[config.mk]
export PLATFORM = sky130hd
export DESIGN_NAME = alu_commit
export DESIGN_NICKNAME = d
export VERILOG_FILES = /design/src/rtl/alu_commit.sv
export SDC_FILE = /design/constraint.sdc
export NUM_CORES = 1
export LEC_CHECK = 0
export ABC_AREA = 1
export BUFFER_PORTS_ARGS = -buffer_cell sky130_fd_sc_hd__buf_2
export CAP_MARGIN = 10
export CORE_ASPECT_RATIO = 0.5
export CORE_MARGIN = 5
export CORE_UTILIZATION = 30
export DETAILED_ROUTE_END_ITERATION = 12
export PLACE_DENSITY_LB_ADDON = 0.05
export SLEW_MARGIN = 25
export SYNTH_ARGS = -nofsm -noshare
export SYNTH_HDL_FRONTEND = slang
export SYNTH_SLANG_ARGS = --single-unit
[constraint.sdc]
create_clock -name clk -period 1.89 [get_ports clk]
set_input_delay 0.189 -clock clk [delete_from_list [all_inputs] [get_ports clk]]
set_output_delay 0.189 -clock clk [all_outputs]
set_load 0.01 [all_outputs]
[src/rtl/alu_commit.sv]
// alu_commit
//
// Write-back / commit stage sitting after the ALU. The control unit hands over
// one operation at a time with a valid/ready handshake. Register-type results
// are committed to accumulator A or B together with the carry and zero
// flags. Loads and stores run a request/acknowledge transaction against the
// data memory before the operation retires.
//
// Optional feature (compile-time macro COMMIT_TIMEOUT_EN):
//   When defined, a watchdog bounds each memory transaction to TIMEOUT cycles
//   of mem_req. On expiry the request is dropped, err pulses for one cycle
//   alongside done, and nothing is written.
//   When undefined, the stage waits for mem_ack indefinitely and err is tied 0.
//
// Parameters:
//   ADDR_W   data-memory address width
//   TIMEOUT  watchdog limit in cycles (only used with COMMIT_TIMEOUT_EN)
//
// Ports:
//   clk        in   rising-edge clock
//   rst_n      in   asynchronous active-low reset
//   valid      in   an operation is presented
//   ready      out  stage can accept an operation (only while idle)
//   opcode     in   6-bit opcode (def.v encoding, listed below)
//   result     in   9-bit ALU result, bit 8 is carry/borrow
//   addr       in   memory address for LDA/LDB/STA/STB
//   mem_req    out  memory request, held until mem_ack
//   mem_we     out  1 = write, 0 = read; meaningful while mem_req
//   mem_addr   out  registered memory address
//   mem_wdata  out  registered store data
//   mem_rdata  in   load data, valid with mem_ack
//   mem_ack    in   one-cycle completion strobe from memory
//   reg_a      out  accumulator A (feeds ALU in1)
//   reg_b      out  accumulator B (feeds ALU in2)
//   flag_c     out  carry flag
//   flag_z     out  zero flag
//   done       out  one-cycle pulse per retired operation
//   err        out  one-cycle pulse when a memory transaction times out

module alu_commit #(
  parameter int ADDR_W  = 8,
  parameter int TIMEOUT = 15
) (
  input  logic              clk,
  input  logic              rst_n,
  input  logic              valid,
  output logic              ready,
  input  logic [5:0]        opcode,
  input  logic [8:0]        result,
  input  logic [ADDR_W-1:0] addr,
  output logic              mem_req,
  output logic              mem_we,
  output logic [ADDR_W-1:0] mem_addr,
  output logic [7:0]        mem_wdata,
  input  logic [7:0]        mem_rdata,
  input  logic              mem_ack,
  output logic [7:0]        reg_a,
  output logic [7:0]        reg_b,
  output logic              flag_c,
  output logic              flag_z,
  output logic              done,
  output logic              err
);

  // Opcode encoding shared with def.v. Anything not listed (NOP, jumps and
  // other flow-control codes, unused values) retires without side effects.
  localparam logic [5:0] OP_NOP   = 6'h00;
  localparam logic [5:0] OP_LDCA  = 6'h01;
  localparam logic [5:0] OP_LDCB  = 6'h02;
  localparam logic [5:0] OP_ADDA  = 6'h03;
  localparam logic [5:0] OP_ADDB  = 6'h04;
  localparam logic [5:0] OP_ADDCA = 6'h05;
  localparam logic [5:0] OP_ADDCB = 6'h06;
  localparam logic [5:0] OP_SUBA  = 6'h07;
  localparam logic [5:0] OP_SUBB  = 6'h08;
  localparam logic [5:0] OP_SUBCA = 6'h09;
  localparam logic [5:0] OP_SUBCB = 6'h0A;
  localparam logic [5:0] OP_ANDA  = 6'h0B;
  localparam logic [5:0] OP_ANDB  = 6'h0C;
  localparam logic [5:0] OP_ANDCA = 6'h0D;
  localparam logic [5:0] OP_ANDCB = 6'h0E;
  localparam logic [5:0] OP_ORA   = 6'h0F;
  localparam logic [5:0] OP_ORB   = 6'h10;
  localparam logic [5:0] OP_ORCA  = 6'h11;
  localparam logic [5:0] OP_ORCB  = 6'h12;
  localparam logic [5:0] OP_ASLA  = 6'h13;
  localparam logic [5:0] OP_ASRA  = 6'h14;
  localparam logic [5:0] OP_LDA   = 6'h15;
  localparam logic [5:0] OP_LDB   = 6'h16;
  localparam logic [5:0] OP_STA   = 6'h17;
  localparam logic [5:0] OP_STB   = 6'h18;

  typedef enum logic [1:0] {
    IDLE = 2'd0,
    MRD  = 2'd1,
    MWR  = 2'd2,
    DONE = 2'd3
  } state_t;

  state_t state;
  state_t state_next;

  logic accept;
  logic mem_busy;
  logic timeout_hit;

  logic dec_alu;
  logic dec_ldc;
  logic dec_load;
  logic dec_store;
  logic dec_dest_b;

  // Remembers which accumulator a pending load returns into.
  logic load_dest_b;

  assign accept   = valid & ready;
  assign mem_busy = (state == MRD) || (state == MWR);

  // Opcode decode: classify the operation and pick its target accumulator.
  // ALU ops write register, C and Z; LDC ops write register and Z but keep C.
  always_comb begin
    dec_alu    = 1'b0;
    dec_ldc    = 1'b0;
    dec_load   = 1'b0;
    dec_store  = 1'b0;
    dec_dest_b = 1'b0;
    case (opcode)
      OP_LDCA: dec_ldc = 1'b1;
      OP_LDCB: begin
        dec_ldc    = 1'b1;
        dec_dest_b = 1'b1;
      end
      OP_ADDA, OP_ADDCA, OP_SUBA, OP_SUBCA, OP_ANDA, OP_ANDCA,
      OP_ORA, OP_ORCA, OP_ASLA, OP_ASRA: dec_alu = 1'b1;
      OP_ADDB, OP_ADDCB, OP_SUBB, OP_SUBCB, OP_ANDB, OP_ANDCB,
      OP_ORB, OP_ORCB: begin
        dec_alu    = 1'b1;
        dec_dest_b = 1'b1;
      end
      OP_LDA: dec_load = 1'b1;
      OP_LDB: begin
        dec_load   = 1'b1;
        dec_dest_b = 1'b1;
      end
      OP_STA: dec_store = 1'b1;
      OP_STB: begin
        dec_store  = 1'b1;
        dec_dest_b = 1'b1;
      end
      OP_NOP:  ;
      default: ;
    endcase
  end

  // State register. Asserting reset mid-transaction drops mem_req at once
  // because the request is decoded straight from the state.
  always_ff @(posedge clk or negedge rst_n) begin
    if (!rst_n) begin
      state <= IDLE;
    end else begin
      state <= state_next;
    end
  end

  // Next-state logic. Every accepted op passes through DONE so that exactly
  // one done pulse is produced per operation, including no-ops.
  always_comb begin
    state_next = state;
    case (state)
      IDLE: begin
        if (accept) begin
          if (dec_load) begin
            state_next = MRD;
          end else if (dec_store) begin
            state_next = MWR;
          end else begin
            state_next = DONE;
          end
        end
      end
      MRD, MWR: begin
        if (mem_ack || timeout_hit) begin
          state_next = DONE;
        end
      end
      DONE:    state_next = IDLE;
      default: state_next = IDLE;
    endcase
  end

  // Output decode. The handshake outputs depend only on the state.
  always_comb begin
    ready   = (state == IDLE);
    mem_req = mem_busy;
    mem_we  = (state == MWR);
    done    = (state == DONE);
  end

  // Accumulators and flags. Register ops commit on the accept edge so the
  // new values are visible in the same cycle as done. Loads commit on the
  // acknowledge edge; a watchdog expiry leaves everything untouched.
  always_ff @(posedge clk or negedge rst_n) begin
    if (!rst_n) begin
      reg_a  <= 8'h00;
      reg_b  <= 8'h00;
      flag_c <= 1'b0;
      flag_z <= 1'b0;
    end else if (accept && (dec_alu || dec_ldc)) begin
      if (dec_dest_b) begin
        reg_b <= result[7:0];
      end else begin
        reg_a <= result[7:0];
      end
      flag_z <= (result[7:0] == 8'h00);
      if (dec_alu) begin
        flag_c <= result[8];
      end
    end else if ((state == MRD) && mem_ack) begin
      if (load_dest_b) begin
        reg_b <= mem_rdata;
      end else begin
        reg_a <= mem_rdata;
      end
      flag_z <= (mem_rdata == 8'h00);
    end
  end

  // Memory-side capture: address, store data and load target are latched on
  // accept so the request stays stable even though the source moves on.
  always_ff @(posedge clk or negedge rst_n) begin
    if (!rst_n) begin
      mem_addr    <= '0;
      mem_wdata   <= 8'h00;
      load_dest_b <= 1'b0;
    end else if (accept && (dec_load || dec_store)) begin
      mem_addr    <= addr;
      load_dest_b <= dec_dest_b;
      if (dec_store) begin
        mem_wdata <= result[7:0];
      end
    end
  end

`ifdef COMMIT_TIMEOUT_EN
  localparam int CNT_W = (TIMEOUT > 1) ? $clog2(TIMEOUT) : 1;

  logic [CNT_W-1:0] wait_cnt;
  logic             timed_out;

  // Watchdog: counts request cycles without an acknowledge. It fires in the
  // TIMEOUT-th request cycle; an acknowledge in that same cycle still wins.
  assign timeout_hit = mem_busy && !mem_ack &&
                       (wait_cnt == CNT_W'(TIMEOUT - 1));

  always_ff @(posedge clk or negedge rst_n) begin
    if (!rst_n) begin
      wait_cnt  <= '0;
      timed_out <= 1'b0;
    end else begin
      timed_out <= timeout_hit;
      if (mem_busy && !mem_ack && !timeout_hit) begin
        wait_cnt <= wait_cnt + 1'b1;
      end else begin
        wait_cnt <= '0;
      end
    end
  end

  // timed_out is high exactly in the DONE cycle that follows an expiry.
  assign err = timed_out;
`else
  // No watchdog: the transaction waits for mem_ack however long it takes.
  assign timeout_hit = 1'b0;
  assign err         = 1'b0;
`endif

endmodule

==> results of run 1 <==
## registers in the layout, indices dropped and copies added (netlist names)
name	count
load_dest_b	1
mem_addr	8
flag_z	1
mem_wdata	8
reg_b	8
state	2
reg_a	8
flag_c	1
## through the flow
| step | power [mW] | cells | hold slack (ns) |
|---|---|---|---|
| 2_1_floorplan | 2.002 | 265 | -0.1066 |
| 3_3_place_gp | 2.493 | 428 | 0.3482 |
| 3_5_place_dp | 2.519 | 428 | 0.3475 |
| 4_1_cts | 3.404 | 436 | 0.04138 |
| 5_1_grt | 3.675 | 437 | 0.09584 |
| 6_report | 3.371 | 437 | 0.01300 |
## cell usage after synthesis
| cell type | count | area (sq um) |
|---|---|---|
| o21ai_0 | 4 | 20.02 |
| nor2_4 | 1 | 11.26 |
| o21ai_2 | 1 | 8.760 |
| buf_6 | 1 | 11.26 |
| nand3b_1 | 1 | 7.510 |
| nand2_1 | 87 | 326.6 |
| nand2_2 | 3 | 18.77 |
| inv_1 | 24 | 90.09 |
| o21ai_1 | 1 | 5.000 |
| clkbuf_1 | 1 | 3.750 |
| mux2_2 | 8 | 90.09 |
| buf_2 | 1 | 5.000 |
| nand3_4 | 4 | 70.07 |
| nor2_1 | 8 | 30.03 |
| nand4_1 | 3 | 18.77 |
| clkinv_1 | 1 | 3.750 |
| buf_4 | 1 | 7.510 |
| o22ai_1 | 1 | 6.260 |
| a21oi_1 | 2 | 10.01 |
| o21ai_4 | 1 | 16.27 |
| conb_1 | 1 | 3.750 |
| nand2_4 | 4 | 45.04 |
| nor4_1 | 4 | 25.02 |
| dfrtp_1 | 37 | 925.9 |
| ha_1 | 5 | 62.56 |
| nor2_2 | 6 | 37.54 |
| nand3_2 | 1 | 10.01 |
| nand3_1 | 53 | 265.3 |
## how the worst max path moves through the flow
stage | startpoint | to | slack, ns | cells after the start
6_report | state[0]$_DFFE_PN0P_ | reg_b[5]$_DFFE_PN0P_ | 0.19 | 10
4_1_cts | state[0]$_DFFE_PN0P_ | mem_wdata[2]$_DFFE_PN0P_ | 0.07 | 6
2_1_floorplan | state[0]$_DFFE_PN0P_ | mem_wdata[0]$_DFFE_PN0P_ | 0.09 | 6
5_1_grt | state[0]$_DFFE_PN0P_ | reg_b[7]$_DFFE_PN0P_ | 0.03 | 10
3_5_place_dp | state[0]$_DFFE_PN0P_ | mem_wdata[2]$_DFFE_PN0P_ | 0.1 | 6
3_3_place_gp | state[0]$_DFFE_PN0P_ | mem_wdata[3]$_DFFE_PN0P_ | 0.15 | 6
## routing by layer
layer | global-route usage (%) | vias to the layer above | wire [microns]
met5 | 0 | - | 0
met4 | 3.143 | 0 | 44
met3 | 4.385 | 5 | 444
met2 | 20.64 | 65 | 2477
met1 | 19.77 | 915 | 2917
li1 | - | 1027 | -
## power breakdown
| part | switching, mW | internal (mW) | total (mW) |
|---|---|---|---|
| Sequential | 0.154 | 1.07 | 1.22 |
| Clock | 0.329 | 0.524 | 0.853 |
| Combinational | 0.780 | 0.515 | 1.30 |
| Total | 1.26 | 2.11 | 3.37 |
## placed cells by master (no fill, tap or decap), types with 5 or more instances in the layout
cell type,instances
nor2_2,6
dfrtp_1,37
nand2_1,87
nor2_1,8
clkbuf_16,5
nand3_1,53
mux2_2,8
inv_1,22
buf_2,72
## repair_timing
item	CTS	global route
gates resized for setup	0	6
endpoints found under the setup margin	0	23
hold buffers	0	0
## critical path, cell delays in order (launching register included)
cell and delay [ns]:
dfrtp_1 0.41, inv_2 0.10, ha_2 0.20, nand2_1 0.06, inv_2 0.12, nand4_1 0.14
buf_4 0.21, nand3_2 0.09, nand3_4 0.12, nand2_1 0.08, nand2_1 0.06
## cell type report
class / count / area share [%]
multi-input combinational: 200 / 39.59
clock inverter: 2 / 0.4955
inverter: 25 / 3.378
sequential: 37 / 33.33
tap: 92 / 4.144
clock buffer: 6 / 5.000
timing repair buffer: 75 / 14.05
## cells by family (layout without fill, tap and decap cells)
group,after synthesis,in the layout,share of synthesized area (%)
buf+inv,29,108,5.682
mux,8,8,4.218
flops,37,37,43.35
other cells,1,1,0.1756
fa+ha+maj,5,5,2.929
simple gates,175,175,40.54
compound gates,10,11,3.105
==> flow_summary.json, run 1 <==
{
  "drt_iter0_drc": 117,
  "first_pass_iters": 4,
  "die_height_microns": 69.67,
  "grt_max_degree": 38,
  "area_delta_synth_final_pct": 30.05,
  "overflow": 0,
  "final_util_pct": 40.82,
  "clk_latency_ns": 0.28,
  "routed_wl_mm": 5.884,
  "fmax_mhz": 589.6,
  "synthesis.nets": 305,
  "reg2reg_setup_slack_ns": 0.19,
  "crit_type": "register to register",
  "grt_pass1_vias": 2077,
  "antenna_cells": 0,
  "netlist_area_sq_um": 2136,
  "antenna_found_initial": 0,
  "track_usage_pct": 13.95,
  "multiInputGateArea_sq_um": 1100,
  "rows": 21,
  "dp_hpwl_mm": 4.633,
  "period_share_pct": 89.74,
  "worst_pin_slew_ns": 0.8474,
  "power_density_nw_per_um2": 1214,
  "cts_buffer_depth": 2,
  "crit_path_start_kind": "register",
  "fin_area_sq_um": 2778,
  "rsz0062_at_grt": "false",
  "avgSynthCellArea_sq_um": 8.060,
  "cts_made_buffers": 5,
  "cellLeakagePower_nw": 1.612,
  "yosysWarningCount": 0,
  "post_cts_buffers": 0,
  "path_max_fanout": 9,
  "status": "completed",
  "start_util_pct": 31.38,
  "num-fill-cells": 712,
  "layout_min_cycle_time_ns": 1.696,
  "hold_path_class": "input port to asynchronous set/reset pin",
  "die_x_microns": 129.3,
  "die-area_sq_um": 9009,
  "wl_per_cell_microns": 13.46,
  "reg2reg_depth": 10,
  "ant_nets": 0,
  "synthCells": 265,
  "end_kind": "register",
  "gp_congestion": 0.8763,
  "io_buffers": 72,
  "via_per_inst": 4.604,
  "drc": 0,
  "core-area_sq_um": 6805,
  "clkSinkCount": 37,
  "relSlewSlack_pct": 43.51,
  "drv_cap": 0,
  "skew_ns": 0.002562,
  "io_pins": 74,
  "peakVddDrop_uv": 470.4,
  "synth.ff_latch_count": 37,
  "cp.required_ns": 2.06,
  "hold_viol_final": 0,
  "clk_pin_slew_ns": 0.06,
  "h-tree-depth": 2,
  "reg2reg_to": "reg_b[5]$_DFFE_PN0P_",
  "ys_types": 28,
  "layout.nets": 384,
  "finalSetupViolCount": 0,
  "preCtsSetupSlack_ns": 0.09794,
  "regArea_sq_um": 925.9,
  "drive_gt1_share_pct": 33.91,
  "num_vias": 2012,
  "cp.arrival_ns": 1.87,
  "tns_ns": 0,
  "placed_area_sq_um": 2606,
  "cts_root_buf": "clkbuf_16",
  "r2r_start": "state[0]$_DFFE_PN0P_",
  "yosysSeqAreaShare_pct": 43.35,
  "cts_tree": "yes",
  "grt_pass1_wl_mm": 10.12,
  "maxSlewViolCount": 0,
  "fin_ws_ns": 0.1939
}
Note: power is estimated with default switching activity, not from simulation.
==> inputs of run 2 (changes only) <==
--- a/config.mk
+++ b/config.mk
@@ -9,7 +9,6 @@
 export BUFFER_PORTS_ARGS = -buffer_cell sky130_fd_sc_hd__buf_2
 export CAP_MARGIN = 10
 export CORE_ASPECT_RATIO = 0.5
-export CORE_MARGIN = 5
 export CORE_UTILIZATION = 30
 export DETAILED_ROUTE_END_ITERATION = 12
 export PLACE_DENSITY_LB_ADDON = 0.05
==> run 2 against run 1 <==
Compared with the run above: critical path depth did not move; register-to-register slack got worse by 0.05 ns; critical endpoint is now reg_a[1]$_DFFE_PN0P_; routed wire length fell by 8.6%; clock power fell by 3.3%; global-route usage rose by 1.4 points; sequential share of layout area fell by 0.21 points; sequential cell count did not move; power fell by 2.1%; design area rose by 0.63%; largest cell class unchanged; highest routed layer unchanged; sequential power barely moved; non-clock buffer count rose by 4; worst setup slack got worse by 0.046 ns.
==> flow_summary.json, run 2 (same netlist as run 1, synthesis figures left out) <==
{
  "finalSetupViolCount": 0,
  "cp.arrival_ns": 1.91,
  "overflow": 0,
  "end_kind": "register",
  "placed_area_sq_um": 2629,
  "path_max_fanout": 12,
  "power.net_switching_mw": 1.203,
  "io_pins": 74,
  "grt_pass1_vias": 1839,
  "via_per_inst": 4.556,
  "track_usage_pct": 15.32,
  "io_buffers": 72,
  "cpMaxStageDelayCell": "dfrtp_1",
  "area_delta_synth_final_pct": 30.87,
  "h-tree-depth": 2,
  "clock_power_share_pct": 25.0,
  "drt_iter0_drc": 92,
  "intPower_mw": 2.098,
  "power_frac_comb_pct": 38.1,
  "final_cell_mix": "nand2_1 (86), buf_2 (72), nand3_1 (53), dfrtp_1 (37), inv_1 (24)",
  "cts_root_buf": "clkbuf_16",
  "max_stage_delay_ns": 0.40,
  "instances_no_fill": 439,
  "final_common_cell": "nand2_1",
  "wl_per_cell_microns": 12.26,
  "cp.required_ns": 2.06,
  "crit_path_frequent_cell": "nand2_1",
  "grt_max_degree": 21,
  "use_met3_pct": 4.167,
  "ant_nets": 0,
  "hold_path_class": "input port to register",
  "use_met2_pct": 22.40,
  "num-fill-cells": 720,
  "pwr-share-seq_pct": 36.9,
  "clkSinkCount": 37,
  "crit_path_start_kind": "register",
  "antenna_cells": 0,
  "antenna_found_initial": 0,
  "cts_buffer_depth": 2,
  "reg2reg_setup_slack_ns": 0.15,
  "cts_made_buffers": 5,
  "cts_tree": "yes",
  "fmax_mhz": 574.1,
  "rows": 21,
  "dp_hpwl_mm": 4.359,
  "skew_ns": 0.003033,
  "die_x_microns": 121.3,
  "peakVddDrop_uv": 569.5,
  "power_density_nw_per_um2": 1181,
  "clk_latency_ns": 0.27,
  "swShare_pct": 36.45,
  "tns_ns": 0,
  "die_height_microns": 61.67,
  "drive_gt1_share_pct": 33.43,
  "drc": 0,
  "period_share_pct": 92.16,
  "layout.nets": 387,
  "critPathTopFamily": "simple AND/OR/NAND/NOR gates",
  "path_cells": "inv_1, ha_1, nand2_1, inv_2, buf_8, nand2_4, o21ai_4, nand2_4, nand2_1, nand2_1",
  "power.total_mw": 3.301,
  "hold_viol_final": 0,
  "routed_wl_mm": 5.380,
  "gp_congestion": 0.8311,
  "busiest_layer": "met1",
  "fin_area_sq_um": 2795,
  "start_util_pct": 31.51,
  "rsz0062_at_grt": "false",
  "placedCellCount": 431,
  "path_buf_inv": 3,
  "first_pass_iters": 4,
  "maxSlewViolCount": 0,
  "num_vias": 2000,
  "layout_min_cycle_time_ns": 1.742,
  "met1_usage_pct": 22.81,
  "status": "completed",
  "core-area_sq_um": 6779,
  "post_cts_buffers": 0,
  "drv_cap": 0,
  "die-area_sq_um": 7482,
  "grt_pass1_wl_mm": 8.804,
  "crit_type": "register to register",
  "cellLeakagePower_nw": 1.624,
  "clk_pin_slew_ns": 0.06
}
[run 2: metrics by stage]
stage	util (%)	setup slack (ns)	hold WS [ns]
2_1_floorplan	-	0.09249	-0.1066
3_3_place_gp	38.78	0.08689	0.1679
3_5_place_dp	38.78	0.06064	0.1719
4_1_cts	41.09	0.05234	0.1036
5_1_grt	41.23	0.004218	0.1145
6_report	41.23	0.1482	0.1044
[run 2: final timing paths]
kind,from,end,depth (start not counted)
min,addr[3],mem_addr[3]$_DFFE_PN0P_,3
min in group asynchronous,rst_n,mem_wdata[6]$_DFFE_PN0P_,2
max in group asynchronous,rst_n,reg_b[7]$_DFFE_PN0P_,3
max reg2reg,state[0]$_DFFE_PN0P_,reg_a[1]$_DFFE_PN0P_,10
min reg2reg,reg_a[3]$_DFFE_PN0P_,reg_a[3]$_DFFE_PN0P_,2
max,state[0]$_DFFE_PN0P_,reg_a[1]$_DFFE_PN0P_,10
[run 2: tightest hold or removal path, cell delays in order]
cell and delay (ns):
buf_2 0.07, nand2_1 0.04, nand2_1 0.04
[run 2: area by class of cell]
cell class	count	area, sq um	share of cell area (%)
Multi-Input combinational cell	199	1091	39.03
Inverter	25	93.84	3.357
Clock buffer	6	138.9	4.969
Tap cell	92	115.1	4.118
Clock inverter	1	7.507	0.2686
Sequential cell	37	925.9	33.12
Timing Repair Buffer	79	422.9	15.13
[run 2: routing by layer]
metal  part of all wire, %  routed length (microns)  vias up
met3                   5.7                      308        2
met1                    54                     2921      908
met5                     0                        0        -
met2                    40                     2137       59
li1                      -                        -     1031
met4                  0.22                       12        0
[run 2: what timing repair did]
item / 4_1_cts / 5_1_grt
endpoints found under the hold margin: 18 / 0
hold buffers: 1 / 0
setup endpoints to repair: 0 / 23
resized for setup: 0 / 4
[run 2: power groups by stage]
stage	clock [mW]	sequential, mW	combinational, mW
after floorplan	0	1.34	0.660
after global placement	0	1.22	1.25
after detailed placement	0	1.24	1.26
after CTS	0.850	1.23	1.27
after global routing	0.885	1.26	1.46
final	0.825	1.22	1.26
